## config.mk

```make
export PLATFORM = sky130hd
export DESIGN_NAME = capture_ram_arbiter
export DESIGN_NICKNAME = d
export VERILOG_FILES = /design/src/rtl/capture_ram_arbiter.sv
export SDC_FILE = /design/constraint.sdc
export NUM_CORES = 1
export LEC_CHECK = 0
export ABC_AREA = 1
export CELL_PAD_IN_SITES_DETAIL_PLACEMENT = 0
export CELL_PAD_IN_SITES_GLOBAL_PLACEMENT = 2
export CORE_MARGIN = 10
export CORE_UTILIZATION = 35
export CTS_BUF_LIST = sky130_fd_sc_hd__clkbuf_8
export CTS_CLUSTER_SIZE = 8
export DETAILED_ROUTE_END_ITERATION = 10
export PLACE_DENSITY = 0.84
export SLEW_MARGIN = 20
export SYNTH_ARGS = -nofsm -noshare
export SYNTH_HDL_FRONTEND = slang
export SYNTH_SLANG_ARGS = --single-unit
```

## constraint.sdc

```tcl
create_clock -name clk -period 7.8 [get_ports clk]
set_clock_uncertainty 0.2 [all_clocks]
set_input_delay 1.56 -clock clk [delete_from_list [all_inputs] [get_ports clk]]
set_output_delay 1.56 -clock clk [all_outputs]
set_load 0.005 [all_outputs]
```

## src/rtl/capture_ram_arbiter.sv

```systemverilog
// Single-frame capture sequencer and single-port RAM arbiter (reader priority, write FIFO).
// Optional pixel counter enabled by defining CAPTURE_ARB_PIXEL_COUNT_EN.
module capture_ram_arbiter #(
  parameter int ADDR       = 12,
  parameter int DATA       = 30,
  parameter int FIFO_DEPTH = 4
) (
  input  logic            clk,
  input  logic            reset_n,
  input  logic            capture_req,
  input  logic            fv,
  input  logic            wr_en_in,
  input  logic [ADDR-1:0] wr_addr_in,
  input  logic [DATA-1:0] wr_data_in,
  input  logic            rd_en_in,
  input  logic [ADDR-1:0] rd_addr_in,
  output logic [DATA-1:0] rd_data_out,
  output logic            ram_wr_en,
  output logic [ADDR-1:0] ram_wr_addr,
  output logic [DATA-1:0] ram_wr_data,
  output logic            ram_rd_en,
  output logic [ADDR-1:0] ram_rd_addr,
  input  logic [DATA-1:0] ram_rd_data,
  output logic            capture_busy,
  output logic            capture_done,
  output logic            overflow,
  output logic [17:0]     pixel_count
);

  localparam int PW = (FIFO_DEPTH > 1) ? $clog2(FIFO_DEPTH) : 1;
  localparam logic [PW:0] FULL_CNT = (PW+1)'(FIFO_DEPTH);

  typedef enum logic [1:0] {IDLE, ARMED, CAPTURE, DRAIN} state_t;

  state_t          state, state_nxt;
  logic            fv_d;
  logic            fv_rise, fv_fall;
  logic            arm;
  logic [ADDR-1:0] fifo_addr [FIFO_DEPTH];
  logic [DATA-1:0] fifo_data [FIFO_DEPTH];
  logic [PW-1:0]   wr_ptr, rd_ptr;
  logic [PW:0]     count;
  logic            fifo_empty, fifo_full;
  logic            push_req, push, pop, drop;

  assign fv_rise    = fv & ~fv_d;
  assign fv_fall    = ~fv & fv_d;
  assign arm        = (state == IDLE) && capture_req;
  assign fifo_empty = (count == '0);
  assign fifo_full  = (count == FULL_CNT);

  // The falling-edge cycle is still CAPTURE, so its write is accepted.
  assign push_req = wr_en_in && (state == CAPTURE);
  assign pop      = !rd_en_in && !fifo_empty;
  assign push     = push_req && (!fifo_full || pop);
  assign drop     = push_req && fifo_full && !pop;

  assign rd_data_out  = ram_rd_data;
  assign capture_busy = (state != IDLE);

  always_comb begin
    ram_rd_en   = rd_en_in;
    ram_rd_addr = rd_en_in ? rd_addr_in : '0;
    ram_wr_en   = pop;
    ram_wr_addr = pop ? fifo_addr[rd_ptr] : '0;
    ram_wr_data = pop ? fifo_data[rd_ptr] : '0;
  end

  always_comb begin
    state_nxt = state;
    case (state)
      IDLE:    if (capture_req) state_nxt = ARMED;
      ARMED:   if (fv_rise)     state_nxt = CAPTURE;
      CAPTURE: if (fv_fall)     state_nxt = DRAIN;
      DRAIN:   if (fifo_empty)  state_nxt = IDLE;
      default:                  state_nxt = IDLE;
    endcase
  end

  // fv_d resets high so a frame already in progress at reset release is not seen as a rise.
  always_ff @(posedge clk or negedge reset_n) begin
    if (!reset_n) begin
      state        <= IDLE;
      fv_d         <= 1'b1;
      capture_done <= 1'b0;
      overflow     <= 1'b0;
    end else begin
      state        <= state_nxt;
      fv_d         <= fv;
      capture_done <= (state == DRAIN) && fifo_empty;
      if (arm)
        overflow <= 1'b0;
      else if (drop)
        overflow <= 1'b1;
    end
  end

  always_ff @(posedge clk or negedge reset_n) begin
    if (!reset_n) begin
      wr_ptr <= '0;
      rd_ptr <= '0;
      count  <= '0;
    end else begin
      if (push) wr_ptr <= wr_ptr + PW'(1);
      if (pop)  rd_ptr <= rd_ptr + PW'(1);
      case ({push, pop})
        2'b10:   count <= count + (PW+1)'(1);
        2'b01:   count <= count - (PW+1)'(1);
        default: count <= count;
      endcase
    end
  end

  // Storage carries no reset; occupancy is governed entirely by the pointers.
  always_ff @(posedge clk) begin
    if (push) begin
      fifo_addr[wr_ptr] <= wr_addr_in;
      fifo_data[wr_ptr] <= wr_data_in;
    end
  end

`ifdef CAPTURE_ARB_PIXEL_COUNT_EN
  logic [17:0] pix_cnt;

  always_ff @(posedge clk or negedge reset_n) begin
    if (!reset_n)
      pix_cnt <= '0;
    else if (arm)
      pix_cnt <= '0;
    else if (push && (pix_cnt != '1))
      pix_cnt <= pix_cnt + 18'd1;
  end

  assign pixel_count = pix_cnt;
`else
  assign pixel_count = '0;
`endif

endmodule

```

# Word level (Yosys, flattened, before mapping)
# Memories as Yosys holds them, arrays and structs flattened.
# Cells that the tools add are included.
# word_totals
register_bits	12
mem_bits_rw	168
inputBits	90
output_inout_bits	107
wordCells	58
n_memories	2
# op_classes
addsub	4
eq_ne	10
mux	13
n_bitwise	4
reduce_logical	18
# memory_table
name	depth	word_bits	read_ports	rd_ports_with_merged_regs	wr	line_no	source
fifo_data	4	30	1	0	1	40	logic [DATA-1:0] fifo_data [FIFO_DEPTH];
fifo_addr	4	12	1	0	1	39	logic [ADDR-1:0] fifo_addr [FIFO_DEPTH];
# ops
operator	n
$mux W30	1
$mux W12	2
$mux W2	4
$ne A2 B2 Y1 const B	4
$pmux W2 S4	1
$logic_and A1 B1 Y1	7
$eq A2 B2 Y1 const B	3
$pmux W3 S2	1
$reduce_bool A2 Y1	3
$add A2 B1 Y2 const B	2
$eq A2 B1 Y1 const B	2
$logic_not A1 Y1	4
$mux W1	4
$reduce_and A4 Y1	1
$add A3 B1 Y3 const B	1
$eq A3 B3 Y1 const B	1
$logic_not A3 Y1	1
$sub A3 B1 Y3 const B	1
$and A1 B1 Y1	2
$logic_not A2 Y1	1
$not A1 Y1	2
$logic_or A1 B1 Y1	1

# Depth between registers and ports, before layout
# logic_depth
word_depth	7
ltp_mapped	10
mapped_depth_nobuf	10

# Worst setup path after synthesis
# OpenSTA, ideal clock, no wires.
# synth_path
path_kind	input to register
from	input rd_en_in
to	memory fifo_addr[0][0], enable pin
setup_ns	0.441
arrival_time_ns	3.619
t_required_ns	7.159
setup_slack_ns	3.539
stages	5
n_path_buf	0
cell_sequence	nand2_1 inv_1 nand2_1 nand2_2 nor2_1
# synth_between
elab_chain_cells	6
# synth_rtl
item	line_no	source
start, declared	15	input logic rd_en_in,
$logic_not A1 Y1	54	assign pop = !rd_en_in && !fifo_empty;
$logic_and A1 B1 Y1	54	
$logic_or A1 B1 Y1	55	assign push = push_req && (!fifo_full || pop);
$logic_and A1 B1 Y1	55	
$mux W1	116	if (push) begin
$mux W1 (implied by the code)	117	fifo_addr[wr_ptr] <= wr_addr_in;
end, declared	39	
# No other way between the ends.

# Final worst setup path
# layout_path
from	input rd_en_in
to	output ram_wr_addr[1]
# layout_between
elab_chain_cells	3
# layout_rtl
item	line_no	source
$logic_not A1 Y1	54	
$logic_and A1 B1 Y1	54	
$mux W12	65	ram_wr_addr = pop ? fifo_addr[rd_ptr] : '0;
end, declared	19	output logic [ADDR-1:0] ram_wr_addr,
# No other way between the ends.

==> metrics.cfg <==
[final_layout]
multi_input_area_um2=1760
fill_cells=2011
fin_area_um2=9200
seq_area_um2=5350
finish.utilization=0.423
antennaDiodeCount=0
synthToLayoutAreaGrowth_pct=19.0
stdcell_count=1031
final_nets=838
drive_gt1_frac=0.0652

[timing]
relSlewSlack=0.356
whs_ns=0.317
worst_pin_slew_ns=0.965
finalHoldViolCount=0
rsz0062_at_grt=no
min_period_ns=5.49
fmax_mhz=182
finalWorstSetupSlack_ns=2.31
finalSetupViolations=0
period_share=0.704
fin_tns_setup_ns=0
drv_slew=0

[synthesis]
ys_seq_area_frac=0.691
syn_area_um2=7730
syn_area_per_cell_um2=11.7
ys_warn_count=0
ys_ff_latch=180
synth.distinct_cells=25
netlist_instances=660

[route]
top_layer=met4
met1_length_um=7200
vias_per_cell=4.75
drt-wirelength-per-cell_um=17.2
met2_wirelength_um=8840
wl_um=17700
initialDrtViolationCount=256
remaining_drc_errors=0
ant_nets=0
dr_total_vias=4900
dr.pass1.iters=5
dr_wl_met3_um=1380

[worst_setup_path]
cp-start-kind=input port
arrival_ns=3.73
critPathKind=in -> out
r2r-start=state[0]
critPathLaunch=rd_en_in
reg2reg_depth=7
worstSetupEndpoint=ram_wr_addr[1]
regToRegSetupSlack_ns=5.03
cp.required_ns=6.04
critPathMaxFanout=46
timing.rr.end=fifo_data[0][16]
end_kind=output pin

[place]
gp_congestion=0.728
dp.cells=999
io_buffer_count=118
dp.final_hpwl_um=10500
post_dp_cell_area_um2=8830
dp_slack_ns=2.25

[outcome]
status=completed

[pwr]
p_total_mw=2.86
powerDensity_nw_per_um2=311
irDropWorstVdd_uv=176
power_leakage_nw=3.24

[global_route]
grt_overflow=0
antenna_found_initial=0
grt_usage=0.125
grt_pass1_wl_um=27800
grt_pass1_vias=5188
grt_max_degree=87

[die]
dieWidth_um=169
start_util=0.355
std_cell_rows=54
dieArea_um2=28400
core-area_um2=21800
die_h_um=169
pin_count=197

[cts]
postCtsSetupBuffers=0
numCtsBuffers=17
clkSlewWorstSetupHoldPaths_ns=0.08
clock-root-buffer=clkbuf_8
cts.sinks=180
clockBufferDepth=2
insertion_delay_ns=0.46
cts_resized=0
ctsHoldBuffers=0
cts-htree-levels=4
cts_tree=built

[hold_path]
holdCritPathClass=reg -> reg

[flow_run]
cap_violations=0

state kept, by name, indices dropped and copies added (netlist names), 2 cells and up:
name	cells
fifo_data	120
fifo_addr	48
count	3
rd_ptr	2
state	2
wr_ptr	2
per-layer routing:
metal  GRT usage  up-vias
li1            -     2330
met1       0.139     2392
met2       0.214      155
met3      0.0463       23
met4      0.0458        0
met5           0        -
power by group:
part           internal (mW)  switching (mW)
sequential              1.16          0.0989
clock                  0.280           0.326
combinational          0.427           0.570
cells in the mapped netlist:
cell / instances / area (um2)
inv_1: 35 / 131
o21ai_0: 55 / 275
xor2_1: 3 / 26.3
dfrtp_1: 11 / 275
ha_1: 9 / 113
nand3_1: 5 / 25.0
fa_1: 1 / 20.0
nand2_2: 3 / 18.8
clkbuf_2: 3 / 15.0
a2bb2oi_1: 2 / 17.5
nand2_1: 24 / 90.1
a21oi_1: 42 / 210
buf_6: 8 / 90.1
clkbuf_1: 4 / 15.0
nand3_2: 1 / 10.0
o21ai_1: 34 / 170
conb_1: 1 / 3.75
nand4_1: 1 / 6.26
buf_2: 18 / 90.1
edfxtp_1: 168 / 5040
inv_2: 2 / 7.51
buf_4: 49 / 368
nand2_4: 1 / 11.3
nor2_1: 179 / 672
dfstp_2: 1 / 26.3
cell families (layout without fill, tap and decap cells):
| family | Yosys count | count (layout) | share of synthesized area |
|---|---|---|---|
| other cells | 1 | 18 | 0.000485 |
| simple gates | 214 | 214 | 0.108 |
| flops | 180 | 180 | 0.691 |
| buf+inv | 119 | 193 | 0.0927 |
| fa+ha+maj | 10 | 10 | 0.0172 |
| xor+xnor | 3 | 3 | 0.00340 |
| compound gates | 133 | 133 | 0.0871 |
how the worst min path moves through the flow:
| stage | startpoint | slack [ns] | cells after the start | to |
|---|---|---|---|---|
| 6_report | count[0] | 0.32 | 1 | count[0] |
| 5_1_grt | count[0] | 0.35 | 1 | count[0] |
| 4_1_cts | count[0] | 0.32 | 1 | count[0] |
| 3_5_place_dp | count[0] | 0.30 | 1 | count[0] |
| 3_3_place_gp | count[0] | 0.28 | 1 | count[0] |
| 2_1_floorplan | count[0] | 0.26 | 1 | count[0] |
layout make-up:
cell class,count,share of cell area
sequential,180,0.582
multi-input combinational,378,0.192
timing repair buffer,124,0.133
tap,280,0.0381
clock buffer,17,0.0254
clock inverter,15,0.0151
inverter,37,0.0151
placed cells by master (no fill, tap or decap), types with 2 or more instances in the layout:
cell / Yosys / final
a21oi_1: 42 / 42
a2bb2oi_1: 2 / 2
buf_4: 49 / 6
bufinv_16: 0 / 2
clkbuf_8: 0 / 17
clkdlybuf4s50_1: 0 / 118
clkinv_1: 0 / 3
clkinv_2: 0 / 4
clkinvlp_4: 0 / 4
conb_1: 1 / 18
dfrtp_1: 11 / 9
edfxtp_1: 168 / 168
ha_1: 9 / 9
inv_1: 35 / 35
inv_2: 2 / 2
inv_6: 0 / 2
nand2_1: 24 / 24
nand2_2: 3 / 3
nand3_1: 5 / 5
nor2_1: 179 / 175
nor2_4: 0 / 4
o21ai_0: 55 / 55
o21ai_1: 34 / 34
xor2_1: 3 / 3
worst max-delay path, stage by stage:
cell	delay (ns)
clkdlybuf4s50_1	0.66
inv_1	0.25
nand2_4	0.36
a21oi_1	0.33
clkdlybuf4s50_1	0.55
(Power assumes the default switching activity.)
